File: src/rtl/task_sequencer_if.sv
// Control/task-bus bundle between the PC task block, the controller and the sequencer.
interface task_sequencer_if #(
  parameter int PC_W    = 4,
  parameter int TASKS_W = 16,
  parameter int COND_W  = 4,
  parameter int CSEL_W  = 3,
  parameter int REP_W   = 4
);
  localparam int WORD_W = 1 + REP_W + CSEL_W + TASKS_W;

  logic [PC_W-1:0]    pc_in;
  logic               start;
  logic               abort;
  logic [COND_W-1:0]  cond;
  logic               prog_we;
  logic [PC_W-1:0]    prog_addr;
  logic [WORD_W-1:0]  prog_data;
  logic [TASKS_W-1:0] tasks;
  logic               busy;
  logic               done;

  // Controller / PC block side.
  modport master (
    output pc_in, start, abort, cond, prog_we, prog_addr, prog_data,
    input  tasks, busy, done
  );

  // Sequencer side.
  modport slave (
    input  pc_in, start, abort, cond, prog_we, prog_addr, prog_data,
    output tasks, busy, done
  );
endinterface

File: src/rtl/task_sequencer.sv
// Microprogram sequencer: reads the word at the current PC, waits on a selected
// condition, repeats words by holding the PC, and ends programs with a restart.
module task_sequencer #(
  parameter int                 PC_W         = 4,
  parameter int                 TASKS_W      = 16,
  parameter int                 COND_W       = 4,
  parameter int                 CSEL_W       = 3,
  parameter int                 REP_W        = 4,
  parameter logic [TASKS_W-1:0] TASK_HOLD    = 16'h4000,
  parameter logic [TASKS_W-1:0] TASK_RESTART = 16'h8000
) (
  input  logic            clk,
  input  logic            reset,
  task_sequencer_if.slave bus
);
  localparam int WORD_W = 1 + REP_W + CSEL_W + TASKS_W;
  localparam int DEPTH  = 2 ** PC_W;
  localparam int NSEL   = 2 ** CSEL_W;

  localparam logic [0:0] S_IDLE = 1'b0;
  localparam logic [0:0] S_RUN  = 1'b1;

  logic [0:0]         r_state;
  logic [REP_W-1:0]   r_rep_cnt;
  logic               r_rep_act;
  logic               r_done;
  logic [WORD_W-1:0]  r_mem [0:DEPTH-1];

  logic [WORD_W-1:0]  w_word;
  logic               w_end;
  logic [REP_W-1:0]   w_rep;
  logic [CSEL_W-1:0]  w_csel;
  logic [TASKS_W-1:0] w_body;
  logic [NSEL-1:0]    w_cond_ok;
  logic               w_wait;
  logic               w_last;
  logic [TASKS_W-1:0] w_tasks;

  // Word fields: {END, REP, CSEL, TASKS}. Read is asynchronous because the
  // task bus must follow the PC in the same cycle.
  assign w_word = r_mem[bus.pc_in];
  assign w_end  = w_word[WORD_W-1];
  assign w_rep  = w_word[TASKS_W+CSEL_W +: REP_W];
  assign w_csel = w_word[TASKS_W +: CSEL_W];
  // HOLD and RESTART are reserved for the sequencer itself.
  assign w_body = w_word[TASKS_W-1:0] & ~(TASK_HOLD | TASK_RESTART);

  // Condition select table: CSEL=k (1..COND_W) tests cond[k-1]; other codes never wait.
  for (genvar gi = 0; gi < NSEL; gi++) begin : g_cond
    if (gi >= 1 && gi <= COND_W) begin : g_sel
      assign w_cond_ok[gi] = bus.cond[gi-1];
    end else begin : g_free
      assign w_cond_ok[gi] = 1'b1;
    end
  end

  // The condition is only checked before the first run of a word.
  assign w_wait = !r_rep_act && !w_cond_ok[w_csel];
  // Final run of a word: either no repeats at all, or the repeat count has drained.
  assign w_last = r_rep_act ? (r_rep_cnt == '0) : (w_rep == '0);

  // Task bus: hold in IDLE, restart on abort, hold while waiting, else the word's tasks.
  always_comb begin
    w_tasks = TASK_HOLD;
    if (r_state == S_RUN) begin
      if (bus.abort) begin
        w_tasks = TASK_RESTART;
      end else if (w_wait) begin
        w_tasks = TASK_HOLD;
      end else begin
        w_tasks = w_body;
        if (!w_last) begin
          w_tasks = w_tasks | TASK_HOLD;
        end else if (w_end) begin
          w_tasks = w_tasks | TASK_RESTART;
        end
      end
    end
  end

  assign bus.tasks = w_tasks;
  assign bus.busy  = (r_state == S_RUN);
  assign bus.done  = r_done;

  // Program memory write port; locked out while a program is running.
  always_ff @(posedge clk) begin
    if (bus.prog_we && r_state != S_RUN) begin
      r_mem[bus.prog_addr] <= bus.prog_data;
    end
  end

  // Sequencer state, repeat counter and done pulse.
  always_ff @(posedge clk) begin
    if (reset) begin
      r_state   <= S_IDLE;
      r_rep_cnt <= '0;
      r_rep_act <= 1'b0;
      r_done    <= 1'b0;
    end else begin
      r_done <= 1'b0;
      if (r_state == S_IDLE) begin
        if (bus.start && !bus.abort) begin
          r_state <= S_RUN;
        end
      end else begin
        if (bus.abort) begin
          r_state   <= S_IDLE;
          r_rep_act <= 1'b0;
          r_rep_cnt <= '0;
        end else if (!w_wait) begin
          if (!w_last) begin
            if (r_rep_act) begin
              r_rep_cnt <= r_rep_cnt - 1'b1;
            end else begin
              r_rep_cnt <= w_rep - 1'b1;
              r_rep_act <= 1'b1;
            end
          end else begin
            r_rep_act <= 1'b0;
            if (w_end) begin
              r_state <= S_IDLE;
              r_done  <= 1'b1;
            end
          end
        end
      end
    end
  end
endmodule
File: src/flat_wrapper.sv
// flat-port wrapper written by rule: the top's interface ports become plain ports
module task_sequencer_flat 
#(
  parameter int                 PC_W         = 4,
  parameter int                 TASKS_W      = 16,
  parameter int                 COND_W       = 4,
  parameter int                 CSEL_W       = 3,
  parameter int                 REP_W        = 4,
  parameter logic [TASKS_W-1:0] TASK_HOLD    = 16'h4000,
  parameter logic [TASKS_W-1:0] TASK_RESTART = 16'h8000
)
  (clk, reset, bus_pc_in, bus_start, bus_abort, bus_cond, bus_prog_we, bus_prog_addr, bus_prog_data, bus_tasks, bus_busy, bus_done);
  task_sequencer_if #(.PC_W(PC_W), .TASKS_W(TASKS_W), .COND_W(COND_W), .CSEL_W(CSEL_W), .REP_W(REP_W)) bus_i ();
  input  logic clk;
  input  logic reset;
  input wire logic [$bits(bus_i.pc_in)-1:0] bus_pc_in;
  input wire logic [$bits(bus_i.start)-1:0] bus_start;
  input wire logic [$bits(bus_i.abort)-1:0] bus_abort;
  input wire logic [$bits(bus_i.cond)-1:0] bus_cond;
  input wire logic [$bits(bus_i.prog_we)-1:0] bus_prog_we;
  input wire logic [$bits(bus_i.prog_addr)-1:0] bus_prog_addr;
  input wire logic [$bits(bus_i.prog_data)-1:0] bus_prog_data;
  output wire logic [$bits(bus_i.tasks)-1:0] bus_tasks;
  output wire logic [$bits(bus_i.busy)-1:0] bus_busy;
  output wire logic [$bits(bus_i.done)-1:0] bus_done;
  assign bus_i.pc_in = bus_pc_in;
  assign bus_i.start = bus_start;
  assign bus_i.abort = bus_abort;
  assign bus_i.cond = bus_cond;
  assign bus_i.prog_we = bus_prog_we;
  assign bus_i.prog_addr = bus_prog_addr;
  assign bus_i.prog_data = bus_prog_data;
  assign bus_tasks = bus_i.tasks;
  assign bus_busy = bus_i.busy;
  assign bus_done = bus_i.done;
  task_sequencer #(.PC_W(PC_W), .TASKS_W(TASKS_W), .COND_W(COND_W), .CSEL_W(CSEL_W), .REP_W(REP_W), .TASK_HOLD(TASK_HOLD), .TASK_RESTART(TASK_RESTART)) u_core (.clk(clk), .reset(reset), .bus(bus_i));
endmodule
File: config.mk
export PLATFORM = sky130hd
export DESIGN_NAME = task_sequencer_flat
export DESIGN_NICKNAME = d
export VERILOG_FILES = /design/src/rtl/task_sequencer_if.sv /design/src/rtl/task_sequencer.sv /design/src/flat_wrapper.sv
export SDC_FILE = /design/constraint.sdc
export NUM_CORES = 1
export LEC_CHECK = 0
export ABC_CLOCK_PERIOD_IN_PS = 3450
export CORE_AREA = 5 5 199 143
export DETAILED_ROUTE_END_ITERATION = 12
export DIE_AREA = 0 0 204 148
export PLACE_DENSITY = 0.81
export SLEW_MARGIN = 5
export SYNTH_ARGS = -nofsm -noshare
export SYNTH_HDL_FRONTEND = slang
export SYNTH_SLANG_ARGS = --single-unit
File: constraint.sdc
create_clock -name clk -period 3.45 [get_ports clk]
set_clock_uncertainty 0.05 [all_clocks]
set_input_delay 0.69 -clock clk [delete_from_list [all_inputs] [get_ports clk]]
set_output_delay 0.69 -clock clk [all_outputs]
set_load 0.01 [all_outputs]
After elaboration in Yosys (flattened, before gate mapping)
Memories as Yosys holds them, arrays and structs flattened.
Index checks and enable logic that the tools add are counted.

cells by class
  add/subtract/negate cells = 2
  order comparisons = 1
  equality and inequality tests = 2
  muxes and demuxes = 24
  bitwise logic cells = 2
  reductions and logical operators = 11

operator list
  kind                                                                   number
  16-bit 2-to-1 mux                                                      5
  4-bit 2-to-1 mux                                                       4
  1-bit 2-to-1 mux                                                       14
  4-bit zero test                                                        2
  4-bit by 1-bit subtractor with 4-bit output (second input constant)    2
  5-bit OR reduction                                                     1
  3-bit by 4-bit < comparator with 1-bit output (second input constant)  1
  2-bit inequality test (second input constant)                          2
  1-bit binary-select mux with 3-bit select                              1
  1-bit logical AND                                                      3
  1-bit zero test                                                        3
  3-bit AND reduction                                                    1
  1-bit NOT                                                              2
  2-bit AND reduction                                                    1

word-level totals
  flip-flop bits (word level) = 7
  RAM bits = 384
  output and inout bits = 18
  word-level logic and storage cells = 47
  memories kept = 1

memories
  memory        words  width  read ports  clocked after Yosys merged registers in  wr ports  RTL line              text
  u_core.r_mem  16     24     1           0                                        1         task_sequencer.sv:27  logic [WORD_W-1:0] r_mem [0:DEPTH-1];

Logic depth before layout (Yosys ltp)
An unclocked memory read counts as a cell.

  depth after elaboration = 8
  gate-level depth with buffers = 12
  gate-level depth less buffers = 9

Least setup slack after synthesis
OpenSTA, ideal clock, no wires.

  kind = in2out
  start point = input port bus_pc_in[1]
  end point = output port bus_tasks[9]
  arrival = 2681 ps
  setup slack = 29 ps
  cell stages on the path = 8
  path buffers = 5
  path through = buf_6 buf_12 buf_2 buf_1 buf_2 mux4_2 mux4_2 and2b_1

between the ends
  longest elaborated chain between the ends = 8
  elaborated cells on any way between the ends = 12
  those cells by class = mux (8); reduce/logical (3); memory (1)

RTL lines
  what                                       RTL line              text
  from (decl)                                flat_wrapper.sv:16    input wire logic [$bits(bus_i.pc_in)-1:0] bus_pc_in;
  memory read 16 x 24 bit *                  -
  1-bit binary-select mux with 3-bit select  task_sequencer.sv:58  assign w_wait = !r_rep_act && !w_cond_ok[w_csel];
  1-bit 2-to-1 mux (not written as such)     task_sequencer.sv:58
  1-bit zero test                            task_sequencer.sv:58
  1-bit logical AND                          task_sequencer.sv:58
  16-bit 2-to-1 mux *                        task_sequencer.sv:68  end else if (w_wait) begin
  16-bit 2-to-1 mux *                        task_sequencer.sv:66  if (bus.abort) begin
  16-bit 2-to-1 mux *                        task_sequencer.sv:65  if (r_state == S_RUN) begin
  to (decl)                                  flat_wrapper.sv:23    output wire logic [$bits(bus_i.tasks)-1:0] bus_tasks;

Mark *: on every way between the ends. The rest lies on a longest branch, timed or not. The select of a mux whose other input is x is not followed.

Worst setup path in the final report
  start point = input port bus_pc_in[0]
  end point = output port bus_tasks[9]

The elaborated chain is that of the path after synthesis.

==> out/qor.log <==
[outcome] outcome complete, but fails checks
[clock_tree] buffers from clock root to sink, at most 3
[timing] maximum clock rate 0.2801 GHz
[timing] final-report max-slew violation count 0
[yosys] Post-Syn Instances 630
[critical_path] type of destination of the critical path output pin
[placement] number of instances in the placed design 1,074
[min_path] Worst Min Path Start u_core.r_rep_cnt[3]$_SDFFE_PP0P_
[critical_path] arrival time of data at the critical path endpoint 2830 ps
[critical_path] CP max-delay cell sky130_fd_sc_hd__mux4_2
[min_path] worst min-delay path category register to register
[floorplan] Chip Height 148 µm
[routing] number of detailed-routing iterations run before antenna repair 5
[yosys] xor/xnor share of the synthesized area 0.0006231
[critical_path] highest cell delay on the worst timing path 520 ps
[timing] relative slew slack 0.6316
[yosys] proportion of synthesized chip area in sequential cells 0.7620
[grt] pin count of the biggest net entering global routing 34
[placement] pre-CTS worst setup slack -823.1 ps
[timing] number of failing hold endpoints at the final stage 0
[cells_and_area] fraction of final layout cells sized beyond drive strength 1 0.3435
[clock_tree] count of hold buffers inserted by post-cts repair 0
[critical_path] critical path startpoint bus_pc_in[0]
[outcome] violations in the final reports negative setup slack
[clock_tree] post-CTS clock slew at the launch and capture registers of the worst setup and hold paths 60 ps
[job] Max Cap Viol 0
[grt] via count of the first global-routing pass 7,257
[yosys] Post-synth EDFFs 352
[clock_tree] clock tree from TritonCTS yes
[cells_and_area] final-stage net count 807
[routing] DRC violation count after routing 0
[yosys] simple-gate share of the synthesized area 0.03338
[yosys] library cell with the largest summed area after synthesis sky130_fd_sc_hd__edfxtp_1
[timing] slew at the pin with the worst max-slew slack 550.9 ps
[clock_tree] H-tree levels 2
[critical_path] CP bufs+invs 5
[routing] routed vias/inst 6.018
[clock_tree] clock sink total 359
[critical_path] maximum fanout count along the critical path 8
[clock_tree] TritonCTS buffer count 35
[clock_tree] Worst-Skew Late Latency 520 ps
[cells_and_area] Filler Cells Inserted 1,725
[timing] final setup violating endpoints 14
[placement] Placed Area 0.01542 mm²
[cells_and_area] layout overhead on the synthesized area 18.60%
[floorplan] starting density of the core 0.5337
[floorplan] io pins 59
[yosys] syn nets 672
[pwr] maximum ir drop on the vdd rail 0.2973 mV
[pwr] leakage power 5.410 nW
[yosys] proportion of synthesized flip-flops having asynchronous set or reset 0
[floorplan] floorplan die width 204 µm
[grt] GRT overflow 0
[yosys] mean instance size in the synthesized netlist 22.31 µm²
[yosys] adder and majority gate portion of the synthesized area 0.0008902
[yosys] most instantiated flip-flop cell in the synthesis netlist sky130_fd_sc_hd__edfxtp_1
[routing] drt wl/cell 26.79 µm
[yosys] top area cells in the synthesized netlist sky130_fd_sc_hd__edfxtp_1 75%, sky130_fd_sc_hd__mux4_2 15%, sky130_fd_sc_hd__mux2i_1 1.4%
[yosys] area share of the leading cell type in the synthesized netlist 0.7520
[cells_and_area] total inserted antenna cells 0
[yosys] mapped cell area 0.01406 mm²
[placement] Routability Congestion 0.8024
[critical_path] dominant cell type by count on the critical path sky130_fd_sc_hd__buf_12
[critical_path] critical path startpoint category primary input
[yosys] count of state elements after synthesis 359
[critical_path] required time worst endpoint 2710 ps
[floorplan] area enclosed by the die boundary 0.03019 mm²
[timing] final worst setup slack -120.6 ps
[clock_tree] Clock Root Buffer sky130_fd_sc_hd__clkbuf_16
[timing] unrepaired setup endpoints after global routing yes
[yosys] dominant combinational cell family by area after synthesis multiplexers
[yosys] fraction of the mapped netlist area in compound gates 0.01220
[yosys] number of library cell types mapped by synthesis 45
[critical_path] Worst R2R Start u_core.r_mem[5][16]$_DFFE_PP_
[yosys] Synth warnings 0
[placement] IO Port Bufs 56
[placement] final HPWL from detailed placement 16.47 mm
[floorplan] area of the core 0.02634 mm²
[routing] wirelength, routed 30.89 mm
[grt] first-pass GRT wire length 46.04 mm
[cells_and_area] final standard cell count with taps included and fillers excluded 1,153
[critical_path] critical path's top delay family multiplexers
[routing] post-route ant nets 0
[yosys] mux cell area share after synthesis 0.1771
[timing] final clock period utilization by the worst path 1.035
[timing] final total negative setup slack -773.7 ps
[pwr] total power per unit cell area 536.0 mW/mm²
[routing] total number of vias 6,939
[timing] crit path time final 3571 ps
[grt] Overall Global Routing Usage 0.2088
[routing] Iteration-0 DRC Markers 721
[critical_path] CP Class primary input to output pin
[critical_path] list of cells traversed by the critical path buf_12 -> buf_12 -> mux4_2 -> mux2i_2 -> mux2i_2 -> nor2_1 -> o211ai_2 -> buf_4 -> nand3b_4 -> buf_12 -> and2b_1 -> buf_2
[cells_and_area] Final Cell Area 0.01667 mm²
[floorplan] number of rows created at floorplan 50
[grt] antenna violations before repair 3
[cells_and_area] post-route core utilization 0.6330
[final cells by class]
cell class                 count  area, µm²  area share
clock buffer                  48      977.2     0.05862
clock inverter                13      61.31    0.003678
inverter                       2      7.507   0.0004503
multi-input combinational    240       3279      0.1967
sequential                   359      10710      0.6425
tap                          364      455.4     0.02732
timing repair buffer         127       1180     0.07077
[where the power goes]
| group | internal, mW | switching [mW] | total, mW |
|---|---|---|---|
| Sequential | 4.84 | 0.0153 | 4.86 |
| Combinational | 0.290 | 0.295 | 0.585 |
| Clock | 1.98 | 1.51 | 3.49 |
[worst reg2reg max path: stages (launching register included)]
cell,delay [ps]
sky130_fd_sc_hd__edfxtp_1,390
sky130_fd_sc_hd__mux4_2,470
sky130_fd_sc_hd__mux2_4,310
sky130_fd_sc_hd__nand2_4,80
sky130_fd_sc_hd__a21oi_2,60
sky130_fd_sc_hd__o211ai_2,220
sky130_fd_sc_hd__buf_4,160
sky130_fd_sc_hd__nand3b_4,130
sky130_fd_sc_hd__buf_16,180
sky130_fd_sc_hd__buf_4,140
sky130_fd_sc_hd__buf_4,140
sky130_fd_sc_hd__or3_1,330
sky130_fd_sc_hd__a31oi_1,140
[synthesized netlist by cell type (all sizes together) (2+ instances only)]
master,instances
nand2,14
nor3,7
inv,2
a21oi,6
o21ai,2
nor2b,20
o221ai,2
and3,2
nor4,2
nand2b,6
mux2i,20
mux2,4
or3,2
a22oi,6
mux4,99
dfxtp,7
or2,2
clkbuf,5
nand3,4
edfxtp,352
buf,24
nand3b,2
nor2,25
[stage by stage]
step                hold slack, ps  total power, mW
floorplan                    404.9            5.243
global placement             431.7            5.456
detailed placement           452.1            5.483
CTS                          462.3            8.974
global route                 511.1            9.235
finish                       462.4            8.936
[per-layer routing]
layer / vias to the layer above / GRT usage / share of wire
li1: 2917 / - / -
met1: 3600 / 0.2867 / 0.39
met2: 362 / 0.3428 / 0.50
met5: - / 0 / 0.00084
met3: 56 / 0.04956 / 0.087
met4: 4 / 0.05792 / 0.020
[cell usage in the layout, fill, tap and decap left out, drive strengths merged, types with 7 or more instances in the layout]
cell type / instances
nor2: 25
mux2i: 20
nor2b: 20
dfxtp: 7
edfxtp: 352
nand2: 14
clkdlybuf4s50: 36
buf: 90
mux4: 99
clkbuf: 48
clkinv: 11
nor3: 7
[final timing paths]
kind,end,slack [ps],depth (start not counted)
worst max-delay path,bus_tasks[9],-120,12
worst min-delay path,u_core.r_rep_cnt[3]$_SDFFE_PP0P_,460,2
worst max register to register,u_core.r_rep_cnt[2]$_SDFFE_PP0P_,590,12
worst min register to register,u_core.r_rep_cnt[3]$_SDFFE_PP0P_,460,2
[flip-flops by register name (all words and copies together) (netlist names)]
| name | cells |
|---|---|
| u_core.r_mem | 352 |
| u_core.r_rep_cnt | 4 |
| u_core.bus.busy | 1 |
| u_core.bus.done | 1 |
| u_core.r_rep_act | 1 |
[logic make-up after synthesis]
logic type               Yosys count
multiplexers                     123
adder cells (fa/ha/maj)            1
XOR/XNOR                           1
flip-flops                       359
AND/OR/NAND/NOR                   91
AO/OA/AOI/OAI                     24
buffers and inverters             31
[repair_timing]
item / in CTS / in global routing
pin swaps: 7 / 8
endpoints found under the setup margin: 16 / 16
gates resized for setup: 86 / 14
gates cloned: 2 / 0
hold endpoints to repair: 0 / 0
setup buffers: 14 / 3
No activity file was read; power rests on OpenSTA's default activity.
